$ cat src/rtl/ldpc_pkg.sv
// ldpc_pkg: shared definitions for the LDPC LLR packer.
//   ldpc_state_e : packer control states (ST_INIT after reset, ST_RUN after).
//   llr_max()    : largest magnitude a symmetric LLR of the given width may take;
//                  the saturation range is [-llr_max, +llr_max], so the
//                  most-negative two's-complement code is never produced.
package ldpc_pkg;

    typedef enum logic [0:0] {
        ST_INIT = 1'b0,
        ST_RUN  = 1'b1
    } ldpc_state_e;

    function automatic int llr_max(input int llr_width);
        return (1 << (llr_width - 1)) - 1;
    endfunction

endpackage

$ cat src/rtl/ldpc_llr_quant.sv
// ldpc_llr_quant: combinational soft-sample to LLR quantizer.
//   sample : signed soft sample, IN_WIDTH bits
//   shift  : arithmetic right-shift amount (rounds toward negative infinity)
//   llr    : shifted sample saturated to the symmetric LLR_WIDTH range
module ldpc_llr_quant
    import ldpc_pkg::*;
#(
    parameter int IN_WIDTH  = 16,
    parameter int LLR_WIDTH = 6
) (
    input  logic [IN_WIDTH-1:0]  sample,
    input  logic [3:0]           shift,
    output logic [LLR_WIDTH-1:0] llr
);

    localparam logic signed [IN_WIDTH-1:0] LLR_HI = IN_WIDTH'(llr_max(LLR_WIDTH));
    localparam logic signed [IN_WIDTH-1:0] LLR_LO = IN_WIDTH'(-llr_max(LLR_WIDTH));

    logic signed [IN_WIDTH-1:0] shifted;

    always_comb begin
        shifted = $signed(sample) >>> shift;
        if (shifted > LLR_HI)
            llr = LLR_HI[LLR_WIDTH-1:0];
        else if (shifted < LLR_LO)
            llr = LLR_LO[LLR_WIDTH-1:0];
        else
            llr = shifted[LLR_WIDTH-1:0];
    end

endmodule

$ cat src/rtl/ldpc_llr_packer.sv
// ldpc_llr_packer: quantizes demapper soft samples into LLRs and packs LANES
// of them per output word for the downstream FIFO.
//   i_clock / i_reset            : clock, synchronous active-high reset
//   i_in_sample/valid/last       : sample stream; last marks codeword end
//   o_in_ready                   : sample accepted when high with i_in_valid
//   i_shift                      : quantizer shift, latched per codeword
//   o_out_data/valid/last        : packed word stream, lane 0 in the LSBs
//   i_out_ready                  : downstream accept
//   o_frame_err                  : sticky, i_in_last disagreed with the count
module ldpc_llr_packer
    import ldpc_pkg::*;
#(
    parameter int IN_WIDTH     = 16,
    parameter int LLR_WIDTH    = 6,
    parameter int LANES        = 8,
    parameter int CODEWORD_LEN = 648
) (
    input  logic                       i_clock,
    input  logic                       i_reset,
    input  logic [IN_WIDTH-1:0]        i_in_sample,
    input  logic                       i_in_valid,
    input  logic                       i_in_last,
    output logic                       o_in_ready,
    input  logic [3:0]                 i_shift,
    output logic [LANES*LLR_WIDTH-1:0] o_out_data,
    output logic                       o_out_valid,
    output logic                       o_out_last,
    input  logic                       i_out_ready,
    output logic                       o_frame_err
);

    localparam int LANE_W = (LANES > 1) ? $clog2(LANES) : 1;
    localparam int CNT_W  = (CODEWORD_LEN > 1) ? $clog2(CODEWORD_LEN) : 1;
    localparam logic [LANE_W-1:0] LANE_LAST = LANE_W'(LANES - 1);
    localparam logic [CNT_W-1:0]  CNT_LAST  = CNT_W'(CODEWORD_LEN - 1);

    ldpc_state_e state;

    logic [LANE_W-1:0] lane_idx;
    logic [CNT_W-1:0]  sample_cnt;
    logic [3:0]        shift_q;
    logic [3:0]        eff_shift;
    logic [LLR_WIDTH-1:0] llr;

    logic [LANES-1:0][LLR_WIDTH-1:0] pack_q;
    logic [LANES-1:0][LLR_WIDTH-1:0] pack_next;
    logic [LANES-1:0][LLR_WIDTH-1:0] out_q;
    logic out_valid_q;
    logic out_last_q;
    logic frame_err_q;

    logic cw_end;
    logic word_done;
    logic out_busy;
    logic in_ready;
    logic accept;

    // The first sample of a codeword uses the live shift input; the rest of
    // the codeword uses the copy latched alongside that first sample.
    assign eff_shift = (sample_cnt == '0) ? i_shift : shift_q;

    ldpc_llr_quant #(
        .IN_WIDTH  (IN_WIDTH),
        .LLR_WIDTH (LLR_WIDTH)
    ) u_quant (
        .sample (i_in_sample),
        .shift  (eff_shift),
        .llr    (llr)
    );

    assign cw_end    = i_in_last || (sample_cnt == CNT_LAST);
    assign word_done = (lane_idx == LANE_LAST) || cw_end;
    assign out_busy  = out_valid_q && !i_out_ready;

    // Only a word-completing sample needs the output register, so input is
    // stalled just for that sample; a draining register may be reloaded in
    // the same cycle.
    assign in_ready = (state == ST_RUN) && !i_reset && !(word_done && out_busy);
    assign accept   = in_ready && i_in_valid;

    // pack_q lanes above lane_idx are always zero (cleared on every word), so
    // a word closed early by codeword end is already erasure-padded.
    always_comb begin
        pack_next           = pack_q;
        pack_next[lane_idx] = llr;
    end

    always_ff @(posedge i_clock) begin
        if (i_reset) begin
            state       <= ST_INIT;
            lane_idx    <= '0;
            sample_cnt  <= '0;
            shift_q     <= '0;
            pack_q      <= '0;
            out_q       <= '0;
            out_valid_q <= 1'b0;
            out_last_q  <= 1'b0;
            frame_err_q <= 1'b0;
        end else begin
            state <= ST_RUN;

            if (accept) begin
                if (sample_cnt == '0)
                    shift_q <= i_shift;
                if (word_done) begin
                    pack_q   <= '0;
                    lane_idx <= '0;
                end else begin
                    pack_q   <= pack_next;
                    lane_idx <= lane_idx + 1'b1;
                end
                sample_cnt <= cw_end ? '0 : sample_cnt + 1'b1;
                // Marker and count must agree; either one alone is a framing slip.
                if (cw_end && (i_in_last != (sample_cnt == CNT_LAST)))
                    frame_err_q <= 1'b1;
            end

            if (accept && word_done) begin
                out_q       <= pack_next;
                out_valid_q <= 1'b1;
                out_last_q  <= cw_end;
            end else if (i_out_ready) begin
                out_valid_q <= 1'b0;
            end
        end
    end

    // Outputs are forced quiet while reset is held so a pending word cannot
    // be taken by the FIFO during the reset cycle.
    assign o_in_ready  = in_ready;
    assign o_out_data  = out_q;
    assign o_out_valid = out_valid_q && (state == ST_RUN) && !i_reset;
    assign o_out_last  = out_last_q && o_out_valid;
    assign o_frame_err = frame_err_q && !i_reset;

endmodule

$ cat config.mk
export PLATFORM = sky130hd
export DESIGN_NAME = ldpc_llr_packer
export DESIGN_NICKNAME = d
export VERILOG_FILES = /design/src/rtl/ldpc_pkg.sv /design/src/rtl/ldpc_llr_quant.sv /design/src/rtl/ldpc_llr_packer.sv
export SDC_FILE = /design/constraint.sdc
export NUM_CORES = 1
export LEC_CHECK = 0
export CORE_ASPECT_RATIO = 0.75
export CORE_UTILIZATION = 30
export CTS_BUF_LIST = sky130_fd_sc_hd__clkbuf_16
export CTS_CLUSTER_SIZE = 30
export DETAILED_ROUTE_END_ITERATION = 8
export PLACE_DENSITY = 0.44
export SLEW_MARGIN = 30
export SYNTH_ARGS = -nofsm -noshare
export SYNTH_HDL_FRONTEND = slang
export SYNTH_SLANG_ARGS = --single-unit
$ cat constraint.sdc
create_clock -name i_clock -period 5.03 [get_ports i_clock]
set_input_delay 0.503 -clock i_clock [delete_from_list [all_inputs] [get_ports i_clock]]
set_output_delay 0.503 -clock i_clock [all_outputs]
set_load 0.005 [all_outputs]
==> impl_metrics.env <==
export IMPL_core_area_sq_mm=0.02241
export IMPL_fin_nets=936
export IMPL_synthXorXnorAreaFrac_pct=1.135
export IMPL_synth_ff_type="dfxtp_1"
export IMPL_synth_top_family_by_area="compound AO/OA/AOI/OAI gates"
export IMPL_area_growth_pct=23.91
export IMPL_arrival_ns=4.56
export IMPL_synth_area_mux_share_pct=3.244
export IMPL_p_per_area_mw_per_mm2=301.2
export IMPL_clk_path_buf_depth=2
export IMPL_worstPathRequired_ns=5.30
export IMPL_cts_sinks=117
export IMPL_cts_htree_levels=4
export IMPL_drt_iter0_markers=678
export IMPL_antennaDiodeCount=0
export IMPL_ys_ff_latch=117
export IMPL_synth_top_area_share_pct=33.74
export IMPL_ios=77
export IMPL_path_cells="inv_1, ha_1, nor4b_4, nand3_1, a311oi_1, a22oi_1, a211oi_1, a41o_1, a31oi_1, buf_4, a21oi_1, o32ai_1"
export IMPL_drive_above_1_share_pct=13.17
export IMPL_switching_power_w=0.0007631
export IMPL_dpl_cell_area_sq_mm=0.008001
export IMPL_dp_hpwl_um=18310
export IMPL_leakage_nw=2.875
export IMPL_detail_route_antenna_nets=0
export IMPL_cts_setup_buffers=0
export IMPL_portBuffers=76
export IMPL_fin_crit_ns=4.294
export IMPL_clk_transition_reported_paths_ns=0.06
export IMPL_synth_cell_types=82
export IMPL_ys_warn_count=0
export IMPL_hold_class="in2reg"
export IMPL_synth_edf_count=0
export IMPL_cp_start_kind="register"
export IMPL_grt_overflow=0
export IMPL_routedWlPerCell_um=21.32
export IMPL_slew_headroom_pct=37.01
export IMPL_fin_setup_tns_ns=0
export IMPL_finalSetupViolations=0
export IMPL_synth_compound_area_share_pct=32.82
export IMPL_yosysSeqAreaShare_pct=33.74
export IMPL_maxClockFrequency_mhz=232.9
export IMPL_tightest_slew_ns=0.9413
export IMPL_critPathMaxFanout=9
export IMPL_crit_family="compound AO/OA/AOI/OAI gates"
export IMPL_worst_path_buf_inv=2
export IMPL_grt_max_degree=64
export IMPL_synth_top_area_cell="dfxtp_1"
export IMPL_root_buffer="clkbuf_16"
export IMPL_worst_clock_skew_ns=0.009871
export IMPL_drc=0
export IMPL_p_comb_share_pct=15.5
export IMPL_cp_end_kind="register"
export IMPL_report_final_slew_viol_count=0
export IMPL_stdcell_area_sq_mm=0.008603
export IMPL_synthSimpleGateAreaFrac_pct=21.01
export IMPL_viasPerCell=5.888
export IMPL_synth_area_per_cell_sq_um=8.083
export IMPL_placed_cells=1181
export IMPL_totalWireLength_um=25860
export IMPL_antenna_found_initial=1
export IMPL_gp_congestion=0.9072
export IMPL_num_vias=7142
export IMPL_syn_nets=889
export IMPL_criticalPathCategory="reg2reg"
export IMPL_cap_violations=0
export IMPL_switching_share_pct=29.45
export IMPL_postCtsResizedCells=0
export IMPL_p_int_w=0.001828
export IMPL_grtUsageTotal_pct=22.30
export IMPL_grt_pass1_wl_um=40590
export IMPL_cts_made_buffers=17
export IMPL_initial_core_util_pct=30.99
export IMPL_slowest_delay_ns=0.74
export IMPL_rsz0062_at_grt="no"
export IMPL_die_x_um=177.7
export IMPL_status="finished, final reports clean"
export IMPL_finalNonFillerCells=1213
export IMPL_synth_cells=859
export IMPL_final_common_cell="dfxtp_1"
export IMPL_ctsHoldBuffers=0
export IMPL_fin_crit_sh_pct=85.36
export IMPL_synth_area_sq_mm=0.006943
export IMPL_final_cell_mix="dfxtp_1 (117), nand2_1 (89), clkdlybuf4s50_1 (75)"
export IMPL_p_seq_share_pct=36.7
export IMPL_r2r_setup_slack_ns=0.74
export IMPL_dieArea_sq_mm=0.02376
export IMPL_slowest_stage="a311oi_1"
export IMPL_grt_pass1_vias=6664
export IMPL_clock_latency_ns=0.42
export IMPL_hold_viol_final=0
export IMPL_irDropWorstVdd_mv=0.2181
export IMPL_drtPass1Iterations=7
export IMPL_row_count=47
export IMPL_cts_tree="done"
export IMPL_clockPowerShare_pct=47.8
export IMPL_synth_async_reset_ratio_pct=0
export IMPL_synth_fa_ha_area_share_pct=0.9011
export IMPL_die_h_um=133.7
export IMPL_synthTopCellsByArea="dfxtp_1 (34%), nand2_1 (4.9%), a31oi_1 (4.3%), o21ai_0 (3.8%), a21oi_1 (3.5%)"
-- cells in the mapped netlist (3+ instances only) --
cell       instances
a2111oi_0          8
a2111oi_2          5
a211oi_1          12
a21boi_0           3
a21oi_1           49
a22oi_1           10
a311oi_1          11
a31oi_1           48
a32oi_1           17
and2_1             5
buf_2              7
buf_4              4
buf_6              4
clkbuf_1          63
dfxtp_1          117
ha_1               5
inv_1             37
mux2_2             6
mux2i_1            9
mux4_2             3
nand2_1           90
nand2b_1          20
nand3_1           25
nand4_1           11
nor2_1            60
nor2b_1            5
nor3_1             9
nor4_1            19
o211ai_1           4
o21ai_0           53
o21ai_1            7
o21ai_2            3
o221ai_1           4
o22ai_1            4
o31a_1            10
o31ai_1            8
o31ai_4            3
o32ai_1           22
o32ai_2            7
or2_2              6
or3_1              6
xnor2_1            5
xor2_1             4
-- layer usage --
layer	share of wire, %	GRT usage [%]	wire length, um
met4	0.82	5.223	211
met5	0	0	0
met2	38	28.78	9929
met3	7.5	5.479	1931
met1	53	35.58	13790
-- final timing paths --
kind,start,cells after the start,end
worst min-delay path,i_reset,2,out_last_q
worst min register to register,pack_q[22],2,pack_q[22]
worst max register to register,sample_cnt[0],12,pack_q[39]
worst max-delay path,sample_cnt[0],12,pack_q[39]
-- final cells by class --
cell class / count / area, sq um
well taps: 294 / 367.9
clock buffers: 17 / 425.4
multi-input cells: 624 / 4134
repair buffers: 108 / 1021
inverters: 38 / 142.6
fillers: 2271 / 13800
flip-flops and latches: 117 / 2342
clock inverters: 15 / 170.2
-- stage by stage --
| stage | hold WS [ns] | total power (W) | utilization, % | worst slack (ns) |
|---|---|---|---|---|
| after floorplan | 0.4290 | 0.001214 | - | 1.327 |
| after global routing | 0.4715 | 0.002691 | 38.40 | 0.4140 |
| after global placement | 0.4542 | 0.001363 | 35.70 | 0.6677 |
| after detailed placement | 0.4674 | 0.001364 | 35.71 | 0.6269 |
| after CTS | 0.4474 | 0.002604 | 38.37 | 0.8226 |
| final | 0.4593 | 0.002591 | 38.40 | 0.7364 |
-- kinds of logic after synthesis --
group | Yosys count
multiplexers | 18
AND/OR/NAND/NOR | 282
buffers and inverters | 118
flip-flops | 117
adder cells (fa/ha/maj) | 5
AO/OA/AOI/OAI | 310
XOR/XNOR | 9
-- state kept, by name (all words and copies together), names as in the netlist --
name         cells
frame_err_q      1
lane_idx         3
o_out_data      48
out_last_q       1
out_valid_q      1
pack_q          48
sample_cnt      10
shift_q          4
state            1
-- power by group through the flow --
stage                     Combinational [W]  Sequential [W]  Clock [W]
after floorplan                    0.000248        0.000966          0
after global placement             0.000392        0.000970          0
after detailed placement           0.000393        0.000970          0
after CTS                          0.000395        0.000950    0.00126
after global routing               0.000433        0.000951    0.00131
final                              0.000402        0.000951    0.00124
(Power assumes the default switching activity.)
